## src/rtl/isa_pkg.sv

```systemverilog
// rtl/isa_pkg.sv - ISA constants, decoded-bundle type and branch-condition helper
package isa_pkg;

  localparam logic [3:0] HI_RTYPE = 4'h0;
  localparam logic [3:0] HI_ANDI  = 4'h1;
  localparam logic [3:0] HI_ORI   = 4'h2;
  localparam logic [3:0] HI_XORI  = 4'h3;
  localparam logic [3:0] HI_MEM   = 4'h4;
  localparam logic [3:0] HI_ADDI  = 4'h5;
  localparam logic [3:0] HI_ADDUI = 4'h6;
  localparam logic [3:0] HI_ADDCI = 4'h7;
  localparam logic [3:0] HI_SHIFT = 4'h8;
  localparam logic [3:0] HI_SUBI  = 4'h9;
  localparam logic [3:0] HI_SUBCI = 4'hA;
  localparam logic [3:0] HI_CMPI  = 4'hB;
  localparam logic [3:0] HI_CMPUI = 4'hC;
  localparam logic [3:0] HI_BCOND = 4'hE;
  localparam logic [3:0] HI_LUI   = 4'hF;

  localparam logic [7:0] OP_NOP   = 8'h00;
  localparam logic [7:0] OP_CMP   = 8'h0B;
  localparam logic [7:0] OP_CMPU  = 8'h0C;
  localparam logic [7:0] OP_LOAD  = 8'h40;
  localparam logic [7:0] OP_STOR  = 8'h44;
  localparam logic [7:0] OP_JALR  = 8'h48;
  localparam logic [7:0] OP_JCOND = 8'h4C;

  localparam logic [1:0] TYPE_R = 2'b00;
  localparam logic [1:0] TYPE_I = 2'b01;
  localparam logic [1:0] TYPE_P = 2'b10;
  localparam logic [1:0] TYPE_J = 2'b11;

  localparam logic [3:0] COND_EQ = 4'h0;
  localparam logic [3:0] COND_NE = 4'h1;
  localparam logic [3:0] COND_CS = 4'h2;
  localparam logic [3:0] COND_CC = 4'h3;
  localparam logic [3:0] COND_HI = 4'h4;
  localparam logic [3:0] COND_LS = 4'h5;
  localparam logic [3:0] COND_GT = 4'h6;
  localparam logic [3:0] COND_LE = 4'h7;
  localparam logic [3:0] COND_FS = 4'h8;
  localparam logic [3:0] COND_FC = 4'h9;
  localparam logic [3:0] COND_LO = 4'hA;
  localparam logic [3:0] COND_HS = 4'hB;
  localparam logic [3:0] COND_LT = 4'hC;
  localparam logic [3:0] COND_GE = 4'hD;
  localparam logic [3:0] COND_UC = 4'hE;

  // Width-independent part of a decoded instruction; imm and target travel beside it.
  typedef struct packed {
    logic [7:0] opcode;
    logic [3:0] rdest;
    logic [3:0] src_a;
    logic [3:0] src_b;
    logic [1:0] typ;
    logic       wb;
    logic       illegal;
    logic       is_cond;
    logic [3:0] cond;
    logic       taken;
  } bundle_t;

  // flags ordered {Z,C,F,L,N}
  function automatic logic cond_true(input logic [3:0] cond, input logic [4:0] flags);
    logic z, c, f, l, n;
    {z, c, f, l, n} = flags;
    case (cond)
      COND_EQ: cond_true = z;
      COND_NE: cond_true = !z;
      COND_CS: cond_true = c;
      COND_CC: cond_true = !c;
      COND_HI: cond_true = l;
      COND_LS: cond_true = !l;
      COND_GT: cond_true = n;
      COND_LE: cond_true = !n;
      COND_FS: cond_true = f;
      COND_FC: cond_true = !f;
      COND_LO: cond_true = !l && !z;
      COND_HS: cond_true = l || z;
      COND_LT: cond_true = !n && !z;
      COND_GE: cond_true = n || z;
      COND_UC: cond_true = 1'b1;
      default: cond_true = 1'b0;
    endcase
  endfunction

endpackage

```

## src/rtl/decode_fifo.sv

```systemverilog
// rtl/decode_fifo.sv - DEPTH-entry synchronous FIFO with flush and registered status flags
module decode_fifo #(
  parameter int W     = 8,
  parameter int DEPTH = 2
) (
  input  logic         clk,
  input  logic         rst_n,
  input  logic         flush,
  input  logic         in_valid,
  output logic         in_ready,
  input  logic [W-1:0] in_data,
  output logic         out_valid,
  input  logic         out_ready,
  output logic [W-1:0] out_data
);

  localparam int AW = $clog2(DEPTH);
  localparam logic [AW:0] FULL = (AW+1)'(DEPTH);

  logic [W-1:0]  r_mem [DEPTH];
  logic [AW-1:0] r_wptr, r_rptr;
  logic [AW:0]   r_count;
  logic          r_in_ready, r_out_valid;
  logic          w_push, w_pop;
  logic [AW:0]   w_count_nxt;

  assign w_push    = in_valid && r_in_ready;
  assign w_pop     = r_out_valid && out_ready;
  assign in_ready  = r_in_ready;
  assign out_valid = r_out_valid;
  assign out_data  = r_mem[r_rptr];

  always_comb begin
    w_count_nxt = r_count;
    if (flush) w_count_nxt = '0;
    else       w_count_nxt = r_count + (AW+1)'(w_push) - (AW+1)'(w_pop);
  end

  // Status flags are registered from the next count so in_ready never sees out_ready combinationally.
  always_ff @(posedge clk or negedge rst_n) begin
    if (!rst_n) begin
      r_count     <= '0;
      r_wptr      <= '0;
      r_rptr      <= '0;
      r_in_ready  <= 1'b1;
      r_out_valid <= 1'b0;
    end else begin
      r_count     <= w_count_nxt;
      r_in_ready  <= w_count_nxt < FULL;
      r_out_valid <= w_count_nxt != '0;
      if (flush) begin
        r_wptr <= '0;
        r_rptr <= '0;
      end else begin
        if (w_push) r_wptr <= r_wptr + AW'(1);
        if (w_pop)  r_rptr <= r_rptr + AW'(1);
      end
    end
  end

  always_ff @(posedge clk) begin
    if (w_push && !flush) r_mem[r_wptr] <= in_data;
  end

endmodule

```

## src/rtl/decode_queue.sv

```systemverilog
// rtl/decode_queue.sv - decode at enqueue, queue bundles, resolve branch conditions at the head
module decode_queue
  import isa_pkg::*;
#(
  parameter int DATA_W = 16,
  parameter int PC_W   = 16,
  parameter int DEPTH  = 2
) (
  input  logic              clk,
  input  logic              rst_n,
  input  logic              flush,
  input  logic              in_valid,
  output logic              in_ready,
  input  logic [15:0]       in_instr,
  input  logic [PC_W-1:0]   in_pc,
  input  logic [4:0]        flags,
  output logic              out_valid,
  input  logic              out_ready,
  output logic [7:0]        out_opcode,
  output logic [3:0]        out_rdest,
  output logic [3:0]        out_srcA,
  output logic [3:0]        out_srcB,
  output logic [DATA_W-1:0] out_imm,
  output logic [1:0]        out_type,
  output logic              out_wb,
  output logic              out_taken,
  output logic [PC_W-1:0]   out_target,
  output logic              out_illegal
);

  localparam int W = $bits(bundle_t) + DATA_W + PC_W;

  logic [3:0]        w_hi;
  bundle_t           w_dec, w_head;
  logic [DATA_W-1:0] w_imm, w_head_imm;
  logic [PC_W-1:0]   w_target, w_head_tgt;
  logic [W-1:0]      w_rd_data;
  logic              w_taken;

  assign w_hi = in_instr[15:12];

  always_comb begin
    w_dec        = '0;
    w_imm        = '0;
    w_target     = '0;
    w_dec.opcode = {in_instr[15:12], in_instr[7:4]};
    case (w_hi)
      HI_ANDI, HI_ORI, HI_XORI, HI_ADDI, HI_ADDUI, HI_ADDCI,
      HI_SUBI, HI_SUBCI, HI_CMPI, HI_CMPUI: begin
        w_dec.typ   = TYPE_I;
        w_dec.rdest = in_instr[11:8];
        w_dec.src_a = in_instr[11:8];
        w_dec.wb    = (w_hi != HI_CMPI) && (w_hi != HI_CMPUI);
        w_imm       = DATA_W'($signed(in_instr[7:0]));
      end
      HI_RTYPE: begin
        w_dec.rdest = in_instr[11:8];
        w_dec.src_a = in_instr[11:8];
        w_dec.src_b = in_instr[3:0];
        w_dec.wb    = (w_dec.opcode != OP_NOP) && (w_dec.opcode != OP_CMP) &&
                      (w_dec.opcode != OP_CMPU);
      end
      HI_SHIFT: begin
        w_dec.rdest = in_instr[11:8];
        w_dec.src_a = in_instr[11:8];
        if (!in_instr[6]) begin
          w_dec.typ = TYPE_I;
          w_dec.wb  = 1'b1;
          w_imm     = DATA_W'(in_instr[4:0]);
        end else if (!in_instr[7]) begin
          w_dec.src_b = in_instr[3:0];
          w_dec.wb    = 1'b1;
        end else begin
          w_dec.rdest   = '0;
          w_dec.src_a   = '0;
          w_dec.illegal = 1'b1;
        end
      end
      HI_MEM: begin
        w_dec.src_b = in_instr[3:0];
        case (w_dec.opcode)
          OP_LOAD:  begin w_dec.typ = TYPE_P; w_dec.rdest = in_instr[11:8]; w_dec.wb = 1'b1; end
          OP_STOR:  begin w_dec.typ = TYPE_P; w_dec.src_a = in_instr[11:8]; end
          OP_JALR:  begin
            w_dec.typ   = TYPE_J;
            w_dec.taken = 1'b1;
            w_dec.rdest = in_instr[11:8];
            w_dec.wb    = 1'b1;
          end
          OP_JCOND: begin w_dec.is_cond = 1'b1; w_dec.cond = in_instr[11:8]; end
          default:  begin w_dec.src_b = '0; w_dec.illegal = 1'b1; end
        endcase
      end
      HI_BCOND: begin
        w_dec.is_cond = 1'b1;
        w_dec.cond    = in_instr[11:8];
        w_target      = in_pc + PC_W'($signed(in_instr[7:0]));
      end
      HI_LUI: begin
        w_dec.typ   = TYPE_I;
        w_dec.rdest = in_instr[11:8];
        w_dec.wb    = 1'b1;
        w_imm       = DATA_W'({in_instr[7:0], 8'h00});
      end
      default: w_dec.illegal = 1'b1;
    endcase
  end

  decode_fifo #(.W(W), .DEPTH(DEPTH)) u_fifo (
    .clk       (clk),
    .rst_n     (rst_n),
    .flush     (flush),
    .in_valid  (in_valid),
    .in_ready  (in_ready),
    .in_data   ({w_dec, w_imm, w_target}),
    .out_valid (out_valid),
    .out_ready (out_ready),
    .out_data  (w_rd_data)
  );

  assign {w_head, w_head_imm, w_head_tgt} = w_rd_data;
  // Conditional jumps read the live flags at the head, not the flags seen at enqueue.
  assign w_taken = w_head.is_cond ? cond_true(w_head.cond, flags) : w_head.taken;

  always_comb begin
    out_opcode  = '0;
    out_rdest   = '0;
    out_srcA    = '0;
    out_srcB    = '0;
    out_imm     = '0;
    out_type    = TYPE_R;
    out_wb      = 1'b0;
    out_taken   = 1'b0;
    out_target  = '0;
    out_illegal = 1'b0;
    if (out_valid) begin
      out_opcode  = w_head.opcode;
      out_rdest   = w_head.rdest;
      out_srcA    = w_head.src_a;
      out_srcB    = w_head.src_b;
      out_imm     = w_head_imm;
      out_type    = w_head.is_cond ? (w_taken ? TYPE_J : TYPE_R) : w_head.typ;
      out_wb      = w_head.wb;
      out_taken   = w_taken;
      out_target  = w_head_tgt;
      out_illegal = w_head.illegal;
    end
  end

endmodule
```

## config.mk

```make
export PLATFORM = sky130hd
export DESIGN_NAME = decode_queue
export DESIGN_NICKNAME = d
export VERILOG_FILES = /design/src/rtl/isa_pkg.sv /design/src/rtl/decode_fifo.sv /design/src/rtl/decode_queue.sv
export SDC_FILE = /design/constraint.sdc
export NUM_CORES = 1
export LEC_CHECK = 0
export CAP_MARGIN = 10
export CORE_MARGIN = 2
export CORE_UTILIZATION = 59
export CTS_BUF_LIST = sky130_fd_sc_hd__clkbuf_4 sky130_fd_sc_hd__clkbuf_8 sky130_fd_sc_hd__clkbuf_16
export CTS_CLUSTER_SIZE = 24
export DETAILED_ROUTE_END_ITERATION = 12
export PLACE_DENSITY = 0.87
export SETUP_SLACK_MARGIN = 0.3
export SYNTH_ARGS = -nofsm -noshare
export SYNTH_HDL_FRONTEND = slang
export SYNTH_HIERARCHICAL = 1
export SYNTH_SLANG_ARGS = --single-unit
```

## constraint.sdc

```tcl
create_clock -name clk -period 15 [get_ports clk]
set_clock_uncertainty 0.15 [all_clocks]
set_input_delay 3 -clock clk [delete_from_list [all_inputs] [get_ports clk]]
set_output_delay 3 -clock clk [all_outputs]
set_load 0.01 [all_outputs]
```

==> metrics.txt <==
outcome=completed; top-area cell type share of the netlist area=54.9%; clock buffer depth=2; fraction of registers with async set/reset=4.62%; Netlist cell types=64; vias in the first global route=4,537; power share of the combinational group=28.9%; ys flop type=edfxtp_1; Clock Latency Late Sink=410 ps; Sw Share=27.0%; NetSw=0.323 mW; layout cells sized above 1=18.3%; Internal Power=0.875 mW; Initial DRC Count=321; final setup fails=0; Slew @ Worst Pin=893 ps; Seq cells post-synth=130; TritonCTS sink count=130; Crit Path Max Fanout=5; Synthesized Nets=579; largest net degree at the start of global routing=63; Peak VDD IR=0.000116 V; die area=12,400 sq um; fmax=0.121 GHz; worst rel slew slack=40.3%; Tcrit/Tclk final=55.0%; Cell Pwr Density=142 nW/um^2; DR WL/cell=19.3 um; Root Buffer=clkbuf_16; Sequential Power Share=36.8%; CTS H-Tree Depth=4; DIE HEIGHT=111 um; Top Ports=101; FILL cells=730; Yosys warning total=6; Final Wtd Congestion=0.889; cell taking the most area after synthesis=edfxtp_1; WP buf/inv=2; Overflow after GRT=0; HP Class=reg2reg; antenna violations before repair=0; first-pass GRT wire length=23,300 um; synth top area cells=edfxtp_1, mux2_2, and2_1; Post-CTS Setup Bufs=0; cell family with most CP delay=buffers and inverters; RSZ-0062 raised after global routing=false; EDFF count, synth=124; Required @ worst endpoint=11,850 ps; Nets=676; Post-DRT Antenna Nets=0; initial core utilization=59.9%; Resize count post-CTS=0; total vias in the final route=4,517; DRC viols=0; Mean Syn Cell Area=13.1 sq um; register area share after synthesis=57.1%; Clock transition at path regs=60 ps; final hold violation count=0; clock group share of total power=34.3%; dpl hpwl=9610 um; CP peak stage delay=500 ps; DR vias/cell=5.85; wirelength, routed=14,900 um; CTS Buf Count=17; placement row count=39; Final Critical Period=8250 ps; Worst Path Arrival=5100 ps; slowest CP cell=clkdlybuf4s50_1; CP startpoint kind=primary input; WS Path Type=in2out; # Max-Cap Violations=0; ANT cells=0; nature of the critical path endpoint=output pin; Finished Core Util=74.4%; I/O Buffers=100; worst path cell trace=clkdlybuf4s50_1, o211ai_1, o21ai_0, mux4_2, nor3_2, nor2_1, clkdlybuf4s50_1; GRT Util Overall=24.2%; Max Slew Vio Count=0; core footprint=11,300 sq um; TNS Setup=0 ps; Synth Instances=519; Area growth, synth to finish=24.3%; Cell Area, Synth=6780 sq um; CP dominant cell by count=clkdlybuf4s50_1; drt pass-1 iters=6; die width=111 um; CTS hold repair buffers=0; CTS tree=yes; P_leak=3.05 nW
-- power groups by stage --
| stage | Combinational [mW] | Clock [mW] | Sequential, mW |
|---|---|---|---|
| 5_1_grt | 0.371 | 0.433 | 0.444 |
| 6_report | 0.346 | 0.411 | 0.441 |
| 4_1_cts | 0.347 | 0.416 | 0.441 |
| 3_3_place_gp | 0.335 | 0 | 0.446 |
| 2_1_floorplan | 0.201 | 0 | 0.450 |
| 3_5_place_dp | 0.344 | 0 | 0.448 |
-- layout by cell type, fill, tap and decap left out, types with 5 or more instances in the layout --
cell type	count
a21o_1	6
a21oi_1	19
and2_1	74
and3_1	6
clkbuf_16	17
clkdlybuf4s50_1	100
clkinv_4	5
edfxtp_1	124
ha_1	17
inv_1	8
mux2_2	53
mux2_4	9
nand2_1	24
nand3b_1	5
nor2_1	26
nor2b_1	5
o21a_1	5
o21ai_0	16
xnor2_1	10
xor2_1	6
-- state kept, by name, summed over array words and instances (netlist names) --
signal,cells
u_fifo/r_wptr,1
u_fifo/r_count,2
u_fifo/r_mem,124
u_fifo/out_valid,1
u_fifo/r_rptr,1
u_fifo/in_ready,1
-- final cells by class --
| class | count | area, sq um | share of cell area, % |
|---|---|---|---|
| sequential | 130 | 3880 | 46.0 |
| tap | 143 | 179 | 2.12 |
| clock inverter | 14 | 165 | 1.96 |
| inverter | 8 | 30.0 | 0.356 |
| multi-input combinational | 355 | 2710 | 32.2 |
| clock buffer | 18 | 433 | 5.14 |
| timing repair buffer | 104 | 1030 | 12.2 |
-- metal layers --
metal | track usage [%] | share of wire [%]
met1 | 29.8 | 42
met2 | 41.6 | 51
met3 | 6.23 | 5.2
met4 | 8.40 | 1.5
met5 | 0 | 0
-- logic make-up after synthesis --
group | count (synthesis) | share of synthesized area (%)
AOI/OAI and AO/OA | 74 | 7.21
xor gates and xnor gates | 17 | 2.40
adders and majority gates | 18 | 3.43
buffers and inverters | 34 | 2.99
DFF | 130 | 57.1
muxes | 66 | 11.6
and+or+nand+nor | 180 | 15.3
-- Yosys cell counts, types with 5 or more instances --
master,count
a21o_1,6
a21oi_1,19
and2_1,74
and3_1,6
buf_2,6
buf_6,8
clkbuf_1,10
dfrtp_1,5
edfxtp_1,124
ha_1,17
inv_1,8
mux2_2,53
mux2_4,9
nand2_1,24
nand3b_1,5
nor2_1,26
nor2b_1,5
nor3_1,5
o21a_1,5
o21ai_0,16
xnor2_1,10
xor2_1,6
-- worst min-delay path: cells and delay by family, from the launching register on --
| kind | cells | cell delay (ps) |
|---|---|---|
| AO/OA/AOI/OAI | 1 | 60 |
| flip-flops | 1 | 380 |
| AND/OR/NAND/NOR | 1 | 70 |
-- through the flow --
stage | area [sq um] | worst slack (ps) | power (mW) | std cells | hold slack [ps]
floorplan | 6780 | 6560 | 0.651 | 519 | 385
global placement | 7830 | 6930 | 0.780 | 740 | 386
detailed placement | 7830 | 6790 | 0.792 | 740 | 416
CTS | 8430 | 6780 | 1.20 | 772 | 414
global route | 8430 | 6640 | 1.25 | 772 | 438
finish | 8430 | 6750 | 1.20 | 772 | 406
-- path summary, 6_finish.rpt --
check	to	from	slack, ps	depth (start not counted)
max	out_type[1]	flags[4]	6750	7
min	u_fifo/r_wptr$_DFFE_PN0P_	u_fifo/in_ready$_DFF_PN1_	410	2
max reg2reg	u_fifo/in_ready$_DFF_PN1_	u_fifo/out_valid$_DFF_PN0_	12740	7
min reg2reg	u_fifo/r_wptr$_DFFE_PN0P_	u_fifo/in_ready$_DFF_PN1_	410	2
max in group asynchronous	u_fifo/in_ready$_DFF_PN1_	rst_n	11740	1
min in group asynchronous	u_fifo/r_wptr$_DFFE_PN0P_	rst_n	2680	1
Note: power is estimated with default switching activity, not from simulation.
==> RTL change (same flow settings) <==
Set the parameter `DATA_W` to 32 (it was 16).
--- a/src/rtl/decode_queue.sv
+++ b/src/rtl/decode_queue.sv
@@ -3,5 +3,5 @@
   import isa_pkg::*;
 #(
-  parameter int DATA_W = 16,
+  parameter int DATA_W = 32,
   parameter int PC_W   = 16,
   parameter int DEPTH  = 2
Interface: changed (resized out_imm); port bits go from 101 to 117. The function was not compared with the original's and may differ.
==> RTL change against the original RTL <==
- setup slack gained 0.098 ns
- first-iteration DRC count rose by 24%
- sequential cell count is 32 higher
- synthesized cell count grew 15%
- total power rose by 18%
- count of clock-buffer cells in the layout unchanged
- synthesized area rose by 19%
- wire length is 10% higher
- combinational power increased by 5%
- final area rose by 18%
- highest routed layer unchanged
==> RTL change: results <==
{
  "period_share_pct": 54.3,
  "top_layer_used": "met4",
  "worst_pin_slew_ns": 1.06,
  "use_met3_pct": 4.42,
  "cts-root-buf": "clkbuf_16",
  "grt_usage_pct": 23.1,
  "grt_max_degree": 81,
  "place_ws_ns": 6.86,
  "synth_nets": 657,
  "drive_above_1_share_pct": 18.6,
  "dp_hpwl_um": 10300,
  "place_area_um2": 9290,
  "yosysSeqAreaShare_pct": 59.8,
  "place.gp.congestion": 0.922,
  "nets": 766,
  "worstHoldEndpoint": "u_fifo/r_wptr$_DFFE_PN0P_",
  "synth-xor-area-share_pct": 1.69,
  "synth_compound_area_share_pct": 7.18,
  "crit_arrival_ns": 5.00,
  "synth_edf_count": 156,
  "drt_pass1_iterations": 5,
  "power.leakage_nw": 3.50,
  "netlist_top_cells_area": "edfxtp_1 58%, mux2_2 11%, and2_1 6.7%",
  "finalPower_mw": 1.42,
  "ys_async_sr_fraction_pct": 3.70,
  "p_clk_share_pct": 32.8,
  "reg2reg_depth": 6,
  "wl_met2_um": 8530,
  "crit_end": "out_type[0]",
  "dp_cells": 863,
  "dr.first_iter.drc_count": 397,
  "m1WireLength_um": 6710,
  "avgSynthCellArea_um2": 13.5,
  "status": "complete, no violations",
  "holdWs_ns": 0.409,
  "reg2reg_setup_slack_ns": 12.47,
  "detailroute.via_count": 5233,
  "p_int_mw": 1.05,
  "synth_mux_area_share_pct": 11.5,
  "grt_pass1_wl_um": 25700,
  "grt_use_met2_pct": 39.7,
  "seqPwrFrac_pct": 41.5,
  "post_drt_wl_per_cell_um": 18.4,
  "reg2reg_from": "u_fifo/out_valid$_DFF_PN0_",
  "synthTopCellsByCount": "156 x edfxtp_1, 86 x and2_1, 78 x mux2_2",
  "hold_path_class": "register to register"
}
-- RTL change: changes by cell type after synthesis, sizes merged, moves of 5 or more --
| cell | delta |
|---|---|
| nor2b | +5 |
| and2 | +10 |
| nand2 | +8 |
| clkbuf | +6 |
| xnor2 | -6 |
| edfxtp | +32 |
| mux2 | +16 |
-- RTL change: worst max-delay path, cell delays in order --
cell             delay [ns]
clkdlybuf4s50_1        0.48
o211ai_1               0.21
o21ai_0                0.10
mux4_2                 0.48
nor3_2                 0.18
nor2_1                 0.07
clkdlybuf4s50_1        0.48
-- RTL change: layout make-up --
cell class	instances	area (µm²)	area share, %
Sequential cell	162	4840	48.7
Timing Repair Buffer	118	1180	11.8
Multi-Input combinational cell	399	3030	30.4
Tap cell	176	220	2.22
Clock inverter	14	210	2.12
Clock buffer	18	433	4.36
Inverter	8	30.0	0.302
